## config.mk

```make
export PLATFORM = sky130hd
export DESIGN_NAME = twos_to_signmag_32bit
export DESIGN_NICKNAME = d
export VERILOG_FILES = /design/src/rtl/twos_to_signmag_32bit.sv
export SDC_FILE = /design/constraint.sdc
export NUM_CORES = 1
export LEC_CHECK = 0
export CAP_MARGIN = 30
export CORE_UTILIZATION = 40
export CTS_BUF_LIST = sky130_fd_sc_hd__clkbuf_8
export CTS_CLUSTER_DIAMETER = 150
export DETAILED_ROUTE_END_ITERATION = 8
export PLACE_DENSITY_LB_ADDON = 0.12
export RECOVER_POWER = 25
export SYNTH_ARGS = -nofsm -noshare
export SYNTH_HDL_FRONTEND = slang
export SYNTH_SLANG_ARGS = --single-unit
```

## constraint.sdc

```tcl
create_clock -name clk -period 7.08 [get_ports clk]
set_input_delay 0.708 -clock clk [delete_from_list [all_inputs] [get_ports clk]]
set_output_delay 0.708 -clock clk [all_outputs]
set_load 0.05 [all_outputs]
```

## src/rtl/twos_to_signmag_32bit.sv

```systemverilog
`default_nettype none
// +--------------------------------------------------------------------------+
// | twos_to_signmag_32bit: chunked two's complement to sign-magnitude decode |
// | Rev 1.0                                                                  |
// +--------------------------------------------------------------------------+
module twos_to_signmag_32bit #(
  parameter int CHUNK_W = 8
) (
  input  logic        clk,
  input  logic        reset,
  input  logic        in_valid,
  output logic        in_ready,
  input  logic [31:0] in_data,
  input  logic        in_signed,
  output logic        out_valid,
  input  logic        out_ready,
  output logic        out_sign,
  output logic [31:0] out_mag,
  output logic        out_ovf,
  output logic        out_zero
);

  localparam int N   = 32 / CHUNK_W;
  localparam int K_W = (N > 1) ? $clog2(N) : 1;
  localparam logic [K_W-1:0] K_LAST = K_W'(N - 1);

  localparam logic [1:0] S_IDLE = 2'd0;
  localparam logic [1:0] S_CONV = 2'd1;
  localparam logic [1:0] S_HOLD = 2'd2;

  logic [1:0]         state_q, state_d;
  logic [31:0]        op_q;
  logic               neg_q;
  logic               carry_q, carry_d;
  logic [K_W-1:0]     k_q;
  logic [31:0]        mag_q, mag_d;
  logic               ovf_q;
  logic               zero_q;

  logic [CHUNK_W-1:0] chunk;
  logic [CHUNK_W:0]   sum;
  logic [CHUNK_W-1:0] res;

  always_ff @(posedge clk or posedge reset) begin
    if (reset) state_q <= S_IDLE;
    else       state_q <= state_d;
  end

  always_comb begin
    state_d = state_q;
    case (state_q)
      S_IDLE:  if (in_valid && in_ready) state_d = S_CONV;
      S_CONV:  if (k_q == K_LAST)        state_d = S_HOLD;
      S_HOLD:  if (out_ready)            state_d = S_IDLE;
      default: state_d = S_IDLE;
    endcase
  end

  always_comb begin
    in_ready  = (state_q == S_IDLE) && !reset;
    out_valid = (state_q == S_HOLD);
    out_sign  = neg_q;
    out_mag   = mag_q;
    out_ovf   = ovf_q;
    out_zero  = zero_q;
  end

  // One chunk of ~op + 1 per cycle; the carry ripples through carry_q.
  always_comb begin
    chunk   = op_q[k_q*CHUNK_W +: CHUNK_W];
    sum     = {1'b0, ~chunk} + {{CHUNK_W{1'b0}}, carry_q};
    res     = neg_q ? sum[CHUNK_W-1:0] : chunk;
    carry_d = neg_q ? sum[CHUNK_W] : carry_q;
    mag_d   = mag_q;
    mag_d[k_q*CHUNK_W +: CHUNK_W] = res;
  end

  always_ff @(posedge clk or posedge reset) begin
    if (reset) begin
      op_q    <= '0;
      neg_q   <= 1'b0;
      carry_q <= 1'b0;
      k_q     <= '0;
      mag_q   <= '0;
      ovf_q   <= 1'b0;
      zero_q  <= 1'b0;
    end else begin
      case (state_q)
        S_IDLE: begin
          if (in_valid && in_ready) begin
            op_q    <= in_data;
            neg_q   <= in_signed & in_data[31];
            carry_q <= 1'b1;
            k_q     <= '0;
            mag_q   <= '0;
            ovf_q   <= 1'b0;
            zero_q  <= 1'b0;
          end
        end
        S_CONV: begin
          mag_q   <= mag_d;
          carry_q <= carry_d;
          k_q     <= k_q + K_W'(1);
          if (k_q == K_LAST) begin
            zero_q <= (mag_d == 32'd0);
            ovf_q  <= neg_q && (op_q == 32'h8000_0000);
          end
        end
        default: ;
      endcase
    end
  end

endmodule
`default_nettype wire
```

Yosys cells after proc, flatten, opt, wreduce, memory -nomap -nowiden
Cells that the tools add are included.

Input port bits: 37. Latch bits: 0. Output and inout port bits: 37. Register bits: 72. RAM bits: 0. Memories: 0. Memory bits (read-only): 0.

Bitwise logic cells: 2. Mux-type cells: 18. Multiply operators: 0. Shift operators: 3. Reductions and logical operators: 12. $add $sub $neg: 3. Order comparisons: 0. Eq/ne operators: 8. Div/mod/pow operators: 0.

Operator list (count): 32-bit case mux with 2 select lines (1); 5-bit negation with 34-bit output (1); 8-bit by 34-bit variable shift with 32-bit output, first input constant (1); 8-bit by 34-bit indexed part select with 32-bit output (1); 32-bit bitwise mux (1); 32-bit == test, second input constant (1); 32-bit zero test (1); 32-bit two-way mux (1); 32-bit by 6-bit indexed part select with 8-bit output (1); 8-bit by 1-bit adder with 9-bit output (1); 3-bit AND reduction (3); 2-bit two-way mux (4); 8-bit two-way mux (1); 8-bit NOT (1); 1-bit case mux with 2 select lines (3); 2-bit case mux with 3 select lines (1); 1-bit two-way mux (5); 2-bit == test, second input constant (2); 2-bit by 1-bit != test with 1-bit output, second input constant (2); 2-bit != test, second input constant (2); 2-bit case mux with 2 select lines (1); 2-bit AND reduction (2); 1-bit logical AND (3); 2-bit by 1-bit adder with 2-bit output, second input constant (1); other kinds (5) (5).

Depth between registers and ports, before layout
Depth after elaboration: 9. Mapped depth: 11.

Worst setup path before layout
OpenSTA, ideal clock, no wires.

Path kind: input to register. From: input reset. To: register op_q[19]. Arrival time: 2.812 ns. Stages: 6. Data required time: 7.015 ns. Setup slack: 4.203 ns. Buffers on the path: 2. Cell sequence: nor3_1 > and2_1 > clkbuf_1 > buf_1 > nand2_1 > nand2_1.

Word-level cells in the longest chain between the ends: 4.

RTL lines: start, declared (RTL line 10) `input logic reset,`; 1-bit zero test (no line); 1-bit logical AND (RTL line 60) `in_ready = (state_q == S_IDLE) && !reset;`; 1-bit logical AND (RTL line 90) `if (in_valid && in_ready) begin`; 2-bit AND reduction (no line); end signal, assigned (RTL line 91) `op_q <= in_data;`; end, declared (RTL line 32) `logic [31:0] op_q;`.

No other way between the ends. A chain may end at the register's enable or synchronous reset.

==> out/metrics.csv <==
stage,metric,value,unit
place,placed_area,4560,um2
power_and_ir_drop,p_per_area,519,nW/um2
status,violations,"capacitance limit, slew limit",
status,status,"finished, violations left",
sta,max_slew.worst_pin.slew,3.80,ns
sta,fin_tns_setup,0,ns
power_and_ir_drop,finalPower,2.50,mW
sta,final.period_utilization,62.9,%
drt,routed_wl,9750,um
clock_tree,ctsHoldBuffers,0,
sta,max_freq,225,MHz
global_route,antenna_found_initial,0,
clock_tree,post_cts_buffers,0,
final_layout,synthToLayoutAreaGrowth,28.3,%
global_route,grt_use_total,21.7,%
sta,finalMaxSlewViolations,73,
clock_tree,cts_tree,yes,
sta,clock_skew,0.00937,ns
synthesis,synth_fp_nets,437,
clock_tree,cts_buffers,9,
place,dp_hpwl,7180,um
place,place_congestion,0.926,
floorplanning,die_area,9760,um2
final_layout,final_area,4810,um2
sta,finalSetupViolCount,0,
floorplanning,die_height,98.8,um
final_layout,drive_gt1_share,7.22,%
drt,viasPerCell,5.51,
floorplanning,core_area,8890,um2
drt,wl_per_cell,16.8,um
setup_path,cp-end-kind,asynchronous set/reset pin,
synthesis,synth-seq-cells,72,
setup_path,critPathArrivalTime,4.03,ns
synthesis,synth-edff-count,0,
synthesis,synth_cell_type_count,53,
drt,drt_iter0_drc,199,
final_layout,nFillCells,813,
synthesis,seq_area_frac_synth,48.1,%
clock_tree,clockBufferDepth,2,
clock_tree,ctsResizeCount,0,
global_route,grt_pass1_vias,3273,
floorplanning,ioPinCount,74,
floorplanning,die_width,98.8,um
synthesis,syn_avg_cell_area,9.56,um2
flow_run,cap_violations,1,
clock_tree,clk_pin_slew_worst_paths,0.08,ns
synthesis,synth_async_sr_flop_share,100,%
clock_tree,cts_sinks,72,
synthesis,syn_inst,392,
setup_path,crit_required,6.66,ns
setup_path,crit_type,primary input to asynchronous set/reset pin,
synthesis,synth_area,3750,um2
clock_tree,clk_latency,0.34,ns
synthesis,ys.flop_type,dfrtp_1,
synthesis,yosys_warnings,0,
min_path,hp-class,flip-flop to flip-flop,
global_route,grt_pass1_wl,16600,um
setup_path,start_kind,primary input,
drt,via_count,3191,
sta,slew_headroom,-153,%
setup_path,crit_path_max_fanout,72,
place,io_buffer_count,73,
global_route,grt.overflow.total,0,
final_layout,final_nets,511,
clock_tree,cts.htree.levels,3,
sta,hold_viol_final,0,
floorplanning,fp-row-count,34,
drt,final_antenna_net_count,0,
drt,first_pass_iters,4,
floorplanning,start_util,42.2,%
sta,period_needed,4.45,ns
clock_tree,clock-root-buffer,clkbuf_8,
final_layout,antenna_cells,0,
global_route,grt_start_max_net_pins,73,
power_and_ir_drop,leakagePower,2.14,nW
drt,drc_errors,0,
power_and_ir_drop,vdd_drop_max,178,uV
sta,rsz0062_at_grt,no,
[stage by stage]
stage          hold slack (ns)  util (%)  instances  setup slack, ns
3_3_place_gp             0.485      51.0        562             3.77
4_1_cts                  0.516      54.1        579             3.59
6_report                 0.511      54.1        579             2.63
5_1_grt                  0.543      54.1        579             1.74
2_1_floorplan            0.452         -        392             4.20
3_5_place_dp             0.498      51.3        563             3.59
[power breakdown]
part / leakage, nW / internal [mW] / switching, mW
combinational: 1.07 / 0.490 / 0.832
sequential: 0.943 / 0.569 / 0.204
clock: 0.123 / 0.246 / 0.159
total: 2.14 / 1.30 / 1.19
[placed cells by master, fill, tap and decap left out, drive strengths merged, types with 4 or more instances in the layout]
cell type	instances
nor4b	4
nand4	5
mux4	9
a21oi	15
nand3	6
mux2i	4
nor2	16
ha	8
a22o	12
and2	4
clkbuf	11
clkdlybuf4s50	72
nor4	14
o21ai	28
dfrtp	72
nand2	128
inv	10
[cells in the mapped netlist, types with 5 or more instances]
cell type	n	area, um2
nand2_1	128	480
dfrtp_1	72	1800
o21ai_0	24	120
a21oi_1	15	75.1
nor2_1	15	56.3
nor4_1	14	87.6
a22o_1	12	105
inv_1	10	37.5
ha_1	8	100
clkbuf_1	6	22.5
mux4_2	6	135
nand3_1	6	30.0
nand4_1	5	31.3
[state kept, by name (all words and copies together), names as in the netlist]
name and flops:
out_ovf 1, op_q 32, carry_q 1, state_q 2
out_zero 1, k_q 2, out_sign 1, out_mag 32
[critical path, cell delays in order]
cell	delay, ns
dlygate4sd3_1	0.57
clkinv_1	0.05
clkbuf_1	2.66
[per-layer routing]
metal | global-route usage [%] | vias up | part of all wire, %
li1 | - | 1525 | -
met1 | 27.1 | 1561 | 44
met2 | 37.3 | 95 | 51
met3 | 4.11 | 10 | 4.1
met4 | 8.27 | 0 | 0.84
met5 | 0 | - | 0
[final cells by class]
| class | count | area [um2] | share of cell area [%] |
|---|---|---|---|
| multi-input cells | 296 | 1810 | 37.6 |
| well taps | 108 | 135 | 2.81 |
| flip-flops and latches | 72 | 1800 | 37.5 |
| clock inverters | 6 | 115 | 2.39 |
| repair buffers | 76 | 769 | 16.0 |
| inverters | 11 | 41.3 | 0.858 |
| clock buffers | 10 | 138 | 2.86 |
[final timing paths]
check / cells past startpoint / start / end / slack (ns)
worst min register to register: 2 / out_mag[28] / out_mag[28] / 0.51
max in group clk: 9 / k_q[0] / out_mag[23] / 3.57
worst max-delay path: 3 / reset / out_mag[19] / 2.63
worst max register to register: 9 / k_q[0] / out_mag[23] / 3.57
min in group asynchronous: 3 / reset / out_mag[0] / 2.33
worst min-delay path: 2 / out_mag[28] / out_mag[28] / 0.51
[cells by family (layout without fill, tap and decap cells)]
| logic type | count (synthesis) | in the layout | synth area share [%] |
|---|---|---|---|
| AOI/OAI and AO/OA | 75 | 75 | 14.1 |
| xor gates and xnor gates | 5 | 5 | 1.17 |
| adders and majority gates | 8 | 8 | 2.67 |
| buffers and inverters | 24 | 103 | 3.67 |
| DFF | 72 | 72 | 48.1 |
| muxes | 15 | 15 | 7.38 |
| and+or+nand+nor | 193 | 193 | 22.9 |
No activity file was read; power rests on OpenSTA's default activity.
